### config.mk
export PLATFORM = sky130hd
export DESIGN_NAME = mips_div_ctrl_flat
export DESIGN_NICKNAME = d
export VERILOG_FILES = /design/src/rtl/mips_div_ctrl_if.sv /design/src/rtl/mips_div_ctrl.sv /design/src/flat_wrapper.sv
export SDC_FILE = /design/constraint.sdc
export NUM_CORES = 1
export LEC_CHECK = 0
export CAP_MARGIN = 0
export CORE_MARGIN = 3
export CORE_UTILIZATION = 64
export DETAILED_ROUTE_END_ITERATION = 8
export GPL_TIMING_DRIVEN = 0
export PLACE_DENSITY = 0.91
export SETUP_SLACK_MARGIN = 0.3
export SLEW_MARGIN = 20
export SYNTH_ARGS = -nofsm -noshare
export SYNTH_HDL_FRONTEND = slang
export SYNTH_HIERARCHICAL = 1
export SYNTH_SLANG_ARGS = --single-unit
### constraint.sdc
create_clock -name clk -period 24.9 [get_ports clk]
set_input_delay 2.49 -clock clk [delete_from_list [all_inputs] [get_ports clk]]
set_output_delay 2.49 -clock clk [all_outputs]
set_load 0.01 [all_outputs]
### src/rtl/mips_div_ctrl_if.sv
`default_nettype none
// ============================================================================
// Module   : mips_div_ctrl_if
// Purpose  : Request/result bundle between the execute-stage HI/LO logic
//            (master) and the multicycle divider sequencer (slave).
// Revision : 1.0  initial release
// ============================================================================
interface mips_div_ctrl_if #(
    parameter int WIDTH = 32
);
    logic             start;
    logic             sign;
    logic             abort;
    logic [WIDTH-1:0] a;
    logic [WIDTH-1:0] b;
    logic             busy;
    logic             done;
    logic [WIDTH-1:0] quotient;
    logic [WIDTH-1:0] remainder;

    modport master (
        output start, sign, abort, a, b,
        input  busy, done, quotient, remainder
    );

    modport slave (
        input  start, sign, abort, a, b,
        output busy, done, quotient, remainder
    );
endinterface
`default_nettype wire

### src/rtl/mips_div_ctrl.sv
`default_nettype none
// ============================================================================
// Module   : mips_div_stage / mips_div_ctrl
// Purpose  : Restoring-division stage (STAGE quotient bits per pass) and the
//            sequencer that iterates it for MIPS DIV/DIVU, applying sign
//            correction and presenting registered quotient (LO) / remainder
//            (HI) with a one-cycle done pulse.
// Revision : 1.0  initial release
// ============================================================================

module mips_div_stage #(
    parameter int WIDTH = 32,
    parameter int STAGE = 4
) (
    input  wire logic [WIDTH-1:0] a,
    input  wire logic [WIDTH-1:0] b,
    input  wire logic [WIDTH-1:0] remainder_in,
    output logic      [WIDTH-1:0] quotient_out,
    output logic      [WIDTH-1:0] remainder_out
);
    logic [WIDTH-1:0] w_q;
    logic [WIDTH-1:0] w_r;
    logic [WIDTH:0]   w_sh;
    logic [WIDTH:0]   w_diff;

    // Shift one dividend bit into the partial remainder per step; bit WIDTH of
    // the trial difference is the borrow, so a clear borrow means "subtract"
    // and a quotient 1. A zero divisor never borrows, giving Q=all ones, R=a.
    always_comb begin
        w_q    = a;
        w_r    = remainder_in;
        w_sh   = '0;
        w_diff = '0;
        for (int i = 0; i < STAGE; i++) begin
            w_sh   = {w_r, w_q[WIDTH-1]};
            w_diff = w_sh - {1'b0, b};
            w_q    = {w_q[WIDTH-2:0], ~w_diff[WIDTH]};
            w_r    = w_diff[WIDTH] ? w_sh[WIDTH-1:0] : w_diff[WIDTH-1:0];
        end
        quotient_out  = w_q;
        remainder_out = w_r;
    end
endmodule

module mips_div_ctrl #(
    parameter int WIDTH = 32,
    parameter int STAGE = 4
) (
    input wire logic       clk,
    input wire logic       rst,
    mips_div_ctrl_if.slave bus
);
    localparam int c_ITER = WIDTH / STAGE;
    localparam int c_CW   = $clog2(c_ITER + 1);

    if ((WIDTH % STAGE) != 0) begin : g_bad_stage
        $error("mips_div_ctrl: WIDTH must be a multiple of STAGE");
    end

    typedef enum logic [1:0] {
        S_IDLE = 2'd0,
        S_CALC = 2'd1,
        S_FIX  = 2'd2
    } state_t;

    state_t           r_state;
    state_t           w_next;

    logic [WIDTH-1:0] r_q;
    logic [WIDTH-1:0] r_d;
    logic [WIDTH-1:0] r_rem;
    logic [c_CW-1:0]  r_cnt;
    logic             r_neg_q;
    logic             r_neg_r;
    logic [WIDTH-1:0] r_quot;
    logic [WIDTH-1:0] r_remd;
    logic             r_done;

    logic             w_accept;
    logic             w_calc;
    logic [WIDTH-1:0] w_abs_a;
    logic [WIDTH-1:0] w_abs_b;
    logic [WIDTH-1:0] w_stage_a;
    logic [WIDTH-1:0] w_stage_b;
    logic [WIDTH-1:0] w_stage_r;
    logic [WIDTH-1:0] w_stage_q_out;
    logic [WIDTH-1:0] w_stage_r_out;

    // abort outranks start in IDLE, so a flushed request is simply dropped.
    assign w_accept = (r_state == S_IDLE) && bus.start && !bus.abort;
    assign w_calc   = (r_state == S_CALC);

    // Negate only negative signed operands; 0x80000000 stays 0x80000000,
    // which is exactly its magnitude when read as unsigned.
    assign w_abs_a = (bus.sign && bus.a[WIDTH-1]) ? -bus.a : bus.a;
    assign w_abs_b = (bus.sign && bus.b[WIDTH-1]) ? -bus.b : bus.b;

    // The accept edge already runs the first pass on the fresh magnitudes, so
    // that the fix-up write lands N edges after start (one result per N+1).
    assign w_stage_a = w_calc ? r_q   : w_abs_a;
    assign w_stage_b = w_calc ? r_d   : w_abs_b;
    assign w_stage_r = w_calc ? r_rem : '0;

    mips_div_stage #(
        .WIDTH (WIDTH),
        .STAGE (STAGE)
    ) u_stage (
        .a             (w_stage_a),
        .b             (w_stage_b),
        .remainder_in  (w_stage_r),
        .quotient_out  (w_stage_q_out),
        .remainder_out (w_stage_r_out)
    );

    // State register.
    always_ff @(posedge clk) begin
        if (rst) begin
            r_state <= S_IDLE;
        end else begin
            r_state <= w_next;
        end
    end

    // Next-state decode: IDLE -> CALC (remaining passes) -> FIX -> IDLE.
    always_comb begin
        w_next = r_state;
        case (r_state)
            S_IDLE: begin
                if (w_accept) begin
                    w_next = (c_ITER == 1) ? S_FIX : S_CALC;
                end
            end
            S_CALC: begin
                if (bus.abort) begin
                    w_next = S_IDLE;
                end else if (r_cnt == c_CW'(1)) begin
                    w_next = S_FIX;
                end
            end
            S_FIX: begin
                w_next = S_IDLE;
            end
            default: begin
                w_next = S_IDLE;
            end
        endcase
    end

    // Operand capture, iteration, sign correction and done pulse.
    always_ff @(posedge clk) begin
        if (rst) begin
            r_q     <= '0;
            r_d     <= '0;
            r_rem   <= '0;
            r_cnt   <= '0;
            r_neg_q <= 1'b0;
            r_neg_r <= 1'b0;
            r_quot  <= '0;
            r_remd  <= '0;
            r_done  <= 1'b0;
        end else begin
            r_done <= 1'b0;
            case (r_state)
                S_IDLE: begin
                    if (w_accept) begin
                        r_q     <= w_stage_q_out;
                        r_rem   <= w_stage_r_out;
                        r_d     <= w_abs_b;
                        r_cnt   <= c_CW'(c_ITER - 1);
                        r_neg_q <= bus.sign && (bus.a[WIDTH-1] ^ bus.b[WIDTH-1]);
                        r_neg_r <= bus.sign && bus.a[WIDTH-1];
                    end
                end
                S_CALC: begin
                    if (!bus.abort) begin
                        r_q   <= w_stage_q_out;
                        r_rem <= w_stage_r_out;
                        r_cnt <= r_cnt - c_CW'(1);
                    end
                end
                S_FIX: begin
                    if (!bus.abort) begin
                        r_quot <= r_neg_q ? -r_q : r_q;
                        r_remd <= r_neg_r ? -r_rem : r_rem;
                        r_done <= 1'b1;
                    end
                end
                default: begin
                end
            endcase
        end
    end

    assign bus.busy      = (r_state != S_IDLE);
    assign bus.done      = r_done;
    assign bus.quotient  = r_quot;
    assign bus.remainder = r_remd;
endmodule
`default_nettype wire
### src/flat_wrapper.sv
// flat-port wrapper written by rule: the top's interface ports become plain ports
module mips_div_ctrl_flat 
#(
    parameter int WIDTH = 32,
    parameter int STAGE = 4
)
  (clk, rst, bus_start, bus_sign, bus_abort, bus_a, bus_b, bus_busy, bus_done, bus_quotient, bus_remainder);
  mips_div_ctrl_if #(.WIDTH(WIDTH)) bus_i ();
  input wire logic clk;
  input wire logic rst;
  input wire logic [$bits(bus_i.start)-1:0] bus_start;
  input wire logic [$bits(bus_i.sign)-1:0] bus_sign;
  input wire logic [$bits(bus_i.abort)-1:0] bus_abort;
  input wire logic [$bits(bus_i.a)-1:0] bus_a;
  input wire logic [$bits(bus_i.b)-1:0] bus_b;
  output wire logic [$bits(bus_i.busy)-1:0] bus_busy;
  output wire logic [$bits(bus_i.done)-1:0] bus_done;
  output wire logic [$bits(bus_i.quotient)-1:0] bus_quotient;
  output wire logic [$bits(bus_i.remainder)-1:0] bus_remainder;
  assign bus_i.start = bus_start;
  assign bus_i.sign = bus_sign;
  assign bus_i.abort = bus_abort;
  assign bus_i.a = bus_a;
  assign bus_i.b = bus_b;
  assign bus_busy = bus_i.busy;
  assign bus_done = bus_i.done;
  assign bus_quotient = bus_i.quotient;
  assign bus_remainder = bus_i.remainder;
  mips_div_ctrl #(.WIDTH(WIDTH), .STAGE(STAGE)) u_core (.clk(clk), .rst(rst), .bus(bus_i));
endmodule
==> results.cfg, run 1 <==
[synthesis]
synth_top_family_by_area = compound AO/OA/AOI/OAI gates
synth-simple-area-share = 0.231
synth_xor_area_frac = 0.102
ys_seq_area_frac = 0.179
synth_edf_count = 0
synth_flop_cell = dfxtp_1
synth_cell_types = 93
synthArstFlopShare = 0
ys_warn_count = 6
syn_inst = 2627
synth_compound_area_frac = 0.284
synth.avg_cell_area_um2 = 7.19
syn-cell-area_um2 = 18900
ys_ff_latch = 169
synthAdderAreaFrac = 0.0930
synth_mux_area_frac = 0.0469
synth_nets = 2834

[floorplan]
num_rows = 62
core-area_um2 = 28900
start_util = 0.654
die_height_um = 178
ioPinCount = 135
die_x_um = 178
dieArea_um2 = 31600

[sta]
fin_crit_ps = 22000
setup_violations = 0
finClkSkew_ps = 25.3
fin_setup_tns_ps = 0
max-slew-margin-rel = 0.299
final-max-slew-violation-count = 0
finalCritPeriodShare = 0.883
finalWorstSetupSlack_ps = 2900
finalHoldViolations = 0
rsz0062_at_grt = false
worstMarginPinSlew_ps = 1050
max_freq_ghz = 0.0455

[min_path]
hold_end = u_core/bus.remainder[30]
holdPathStages = 2
holdCritStartpoint = u_core/bus.remainder[30]
hold_path.class = reg -> reg

[clock_tree]
cts-buffers-inserted = 17
clk_pin_slew_ps = 80
post-cts-setup-buffers = 0
cts_tree = done
insertion_delay_ps = 450
cts_buffer_depth = 2
holdBufCountCts = 0
cts_resized = 0
cts_sinks = 169
ctsHtreeMaxLevel = 4
root_buffer = clkbuf_16

[placed_design]
place_inst = 3138
pre_cts_slack_ps = 3940
place_congestion = 1.06
dpl_cell_area_um2 = 20600
dpl.hpwl_mm = 54.7
portBuffers = 127

[route]
ant_nets = 0
first_iter_violations = 2988
wirelength_mm = 70.6
drt_pass1_iterations = 7
drc = 0
viasPerCell = 6.77
routedWlPerCell_um = 22.3
via_count = 21500

[grt]
antenna_found_initial = 0
grt_pass1_vias = 20100
grt_busiest_layer = met2
grt-ovfl-total = 0
use_met3 = 0.0907
grt_use_met2 = 0.672
grt_pass1_wl_mm = 108
met1_usage = 0.552
grt_max_degree = 22
gr-usage-all-layers = 0.430

[worst_setup_path]
setup.worst_path.start_class = input pin
arrival_ps = 22360
reg2reg_depth = 62
cp_slowest_cell = buf_1
critPathMaxFanout = 10
reg2reg_setup_slack_ps = 4920
required_ps = 25260
rr_endpoint = u_core/r_rem[20]
endpoint_kind = flip-flop
path_common_cell = a21oi_1
slowest_delay_ps = 730
critPathKind = in -> reg
worstReg2RegStart = u_core/r_state[0]

[layout]
nets = 2980
drive_gt1_frac = 0.0585
stdcell_count = 3171
utilization = 0.737
nFillCells = 2335
syn_to_final_growth_pct = 12.7
design_area_um2 = 21300

[pwr]
powerDensity_nw_per_um2 = 41.2
leakagePower_nw = 8.65
ir_worst_vdd_mv = 0.0472

[outcome]
status = finished clean

[job]
cap_violations = 0
==> routing by layer <==
layer	vias up	wire (um)
li1	9797	-
met1	9846	27000
met5	-	0
met4	0	4370
met3	302	8750
met2	1534	30500
==> sequential cells by signal, summed over array words and instances (netlist names) <==
signal	cells
u_core/bus.quotient	32
u_core/bus.done	1
u_core/r_rem	32
u_core/r_d	32
u_core/bus.remainder	32
u_core/r_neg_q	1
u_core/r_cnt	4
u_core/r_q	32
u_core/r_neg_r	1
u_core/r_state	2
==> critical path: cells and delay by family <==
kind | cells | cell delay [ps]
AOI/OAI and AO/OA | 32 | 8640
xor gates and xnor gates | 3 | 950
adders and majority gates | 5 | 1520
buffers and inverters | 12 | 5350
muxes | 2 | 670
and+or+nand+nor | 11 | 2680
==> worst max-delay path by stage <==
stage	start	end	slack, ps	cells past startpoint
3_5_place_dp	bus_b[0]	u_core/r_rem[9]	3940	65
2_1_floorplan	bus_a[6]	u_core/r_rem[28]	9350	64
5_1_grt	bus_b[0]	u_core/r_rem[20]	2580	65
3_3_place_gp	bus_b[0]	u_core/r_rem[9]	4140	64
6_report	bus_b[0]	u_core/r_rem[20]	2900	65
4_1_cts	bus_b[0]	u_core/r_rem[20]	4230	65
==> synth_stat cells (19+ instances only) <==
cell,number,area share
nand3_1,33,0.0087
nor4_1,19,0.0063
inv_1,94,0.019
nor3_1,52,0.014
nand2b_1,21,0.0070
or3_1,25,0.0083
a211oi_1,79,0.031
buf_4,30,0.012
mux2i_1,57,0.030
ha_1,134,0.089
a22oi_1,27,0.011
clkbuf_1,127,0.025
xnor2_1,109,0.051
o21ai_0,140,0.037
mux2_2,26,0.016
a31oi_1,55,0.018
nor2b_1,37,0.012
xor2_1,99,0.046
a21o_1,59,0.023
o21ai_1,24,0.0064
nor2_1,250,0.050
nand2_1,284,0.056
nor3b_1,20,0.0080
a21oi_1,283,0.075
and2_1,37,0.012
nand4_1,22,0.0073
or4_1,21,0.0083
dfxtp_1,169,0.18
==> power breakdown <==
| part | total [mW] | switching [mW] | internal, mW |
|---|---|---|---|
| logic | 0.299 | 0.189 | 0.109 |
| clock network | 0.290 | 0.149 | 0.140 |
| registers | 0.287 | 0.00897 | 0.278 |
| total | 0.876 | 0.348 | 0.528 |
==> cells in the final DEF, fill, tap and decap left out, types with 94 or more instances in the layout <==
master	count
nor2_1	250
xnor2_1	109
clkbuf_1	127
o21ai_0	140
xor2_1	99
ha_1	134
nand2_1	284
clkdlybuf4s50_1	127
inv_1	94
a21oi_1	282
dfxtp_1	169
==> through the flow <==
step	total power [mW]	hold WS [ps]
global route	0.908	469
CTS	0.864	451
finish	0.876	448
detailed placement	0.578	441
global placement	0.569	437
floorplan	0.496	435
==> cells by family after synthesis <==
logic type,count (synthesis)
AOI/OAI and AO/OA,845
xor gates and xnor gates,213
adders and majority gates,138
buffers and inverters,282
DFF,169
muxes,84
and+or+nand+nor,896
==> cell type report <==
type,count,area (um^2),area share
buffer,185,842,0.0396
timing repair buffer,127,1270,0.0598
sequential,169,3380,0.159
tap,384,480,0.0226
clock buffer,17,425,0.0200
antenna,1,2.50,0.000118
clock inverter,15,204,0.00959
multi-input combinational,2176,14300,0.672
inverter,97,364,0.0171
Note: power is estimated with default switching activity, not from simulation.
==> run 2: changes to the inputs <==
==> constraint.sdc (replaced) <==
create_clock -name clk -period 24.9 [get_ports clk]
set_input_delay 4.98 -clock clk [delete_from_list [all_inputs] [get_ports clk]]
set_output_delay 4.98 -clock clk [all_outputs]
set_load 0.01 [all_outputs]
==> run 2 against run 1 <==
Compared with the run above:
- clock skew down 0.67 ps
- final cell count about the same
- core utilization about the same
- count of clock-buffer cells in the layout unchanged
- largest power group unchanged
==> results.cfg, run 2 (synthesis gave the netlist of run 1 again) <==
[outcome]
status = finished clean

[sta]
max_freq_ghz = 0.0412
finClkSkew_ps = 24.6
max-slew-margin-rel = 0.320
fin_crit_ps = 24280
finalHoldViolations = 0
hold_ws_ps = 448
rsz0062_at_grt = false
setup_violations = 0
worstMarginPinSlew_ps = 1020
finalCritPeriodShare = 0.975
fin_setup_tns_ps = 0
final-max-slew-violation-count = 0

[clock_tree]
holdBufCountCts = 0
root_buffer = clkbuf_16
clk_pin_slew_ps = 80
cts-buffers-inserted = 17
post-cts-setup-buffers = 0
cts_sinks = 169
cts_buffer_depth = 2
insertion_delay_ps = 450
cts_tree = done
ctsHtreeMaxLevel = 4

[worst_setup_path]
critPathKind = in -> reg
crit_start = bus_b[31]
path_common_cell = a21oi_1
reg2reg_depth = 62
crit_end = u_core/r_rem[20]
crit_cells = 61
cp_slowest_cell = buf_1
crit_family = compound AO/OA/AOI/OAI gates
worstReg2RegStart = u_core/r_state[0]
required_ps = 25260
reg2reg_setup_slack_ps = 4940
endpoint_kind = flip-flop
cp.buffers_inverters = 11
setup.worst_path.start_class = input pin
rr_endpoint = u_core/r_rem[20]
arrival_ps = 24650
critPathMaxFanout = 10
slowest_delay_ps = 700

[grt]
grt_pass1_vias = 20100
grt_max_degree = 22
gr-usage-all-layers = 0.430
grt_pass1_wl_mm = 108
grt-ovfl-total = 0
antenna_found_initial = 0

[placed_design]
place_inst = 3138
dpl.hpwl_mm = 54.7
place_congestion = 1.06
portBuffers = 127
dpl_cell_area_um2 = 20600

[route]
first_iter_violations = 3024
routedWlPerCell_um = 22.3
drt_pass1_iterations = 6
viasPerCell = 6.77
drc = 0
wirelength_mm = 70.6
via_count = 21500
ant_nets = 0

[pwr]
powerDensity_nw_per_um2 = 41.2
leakagePower_nw = 8.66
ir_worst_vdd_mv = 0.0471
p_total_uw = 877

[layout]
syn_to_final_growth_pct = 12.7
stdcell_count = 3170
final_cell_mix = nand2_1, a21oi_1, nor2_1
final_common_cell = nand2_1
nets = 2980
design_area_um2 = 21300
antenna_cells = 0
drive_gt1_frac = 0.0589

[job]
cap_violations = 0

[floorplan]
core-area_um2 = 28900
dieArea_um2 = 31600
num_rows = 62
ioPinCount = 135
start_util = 0.654
die_x_um = 178
die_height_um = 178

[min_path]
hold_path.class = reg -> reg
run 2: worst min-delay path by stage:
stage | endpoint | from | cells after the start | slack [ps]
after floorplan | u_core/r_d[19] | u_core/r_d[19] | 2 | 430
after global placement | u_core/bus.remainder[26] | u_core/bus.remainder[26] | 2 | 440
after detailed placement | u_core/bus.remainder[23] | u_core/bus.remainder[23] | 2 | 440
after CTS | u_core/bus.remainder[23] | u_core/bus.remainder[23] | 2 | 450
after global routing | u_core/bus.remainder[30] | u_core/bus.remainder[30] | 2 | 470
final | u_core/bus.remainder[30] | u_core/bus.remainder[30] | 2 | 450
run 2: per-stage QoR:
step | util | setup slack, ps
5_1_grt | 0.738 | 356
3_3_place_gp | 0.715 | 1650
2_1_floorplan | - | 6860
6_report | 0.738 | 615
3_5_place_dp | 0.715 | 1450
4_1_cts | 0.737 | 1740
run 2: layer usage:
layer / up-vias / global-route usage / part of all wire
met4: 0 / 0.236 / 0.064
met2: 1488 / 0.672 / 0.43
li1: 9784 / - / -
met3: 318 / 0.0907 / 0.12
met5: - / 0 / 0
met1: 9882 / 0.552 / 0.39
run 2: area by class of cell:
cell class | instances | area [um^2]
well taps | 384 | 480
repair buffers | 127 | 1270
flip-flops and latches | 169 | 3380
multi-input cells | 2176 | 14300
fillers | 2334 | 7570
clock inverters | 15 | 204
plain buffers | 185 | 848
clock buffers | 17 | 425
inverters | 97 | 364
run 2: worst reg2reg max path, delay by kind of cell (launching register included):
family          cells  cell delay [ps]
xor+xnor            2              780
simple gates       11             1840
mux                 2              680
fa+ha+maj           4             1460
compound gates     31             8590
buf+inv            12             6110
flops               1              430
run 2: repair_timing:
| item | 4_1_cts | 5_1_grt |
|---|---|---|
| gates resized for setup | 0 | 3 |
| setup endpoints to repair | 0 | 17 |
| endpoints found under the hold margin | 0 | 0 |
run 2: where the power goes:
group          internal [mW]  leakage (nW)  switching (mW)
combinational          0.109          6.98           0.190
sequential             0.278          1.37         0.00891
clock                  0.140         0.303           0.150
total                  0.528          8.66           0.349
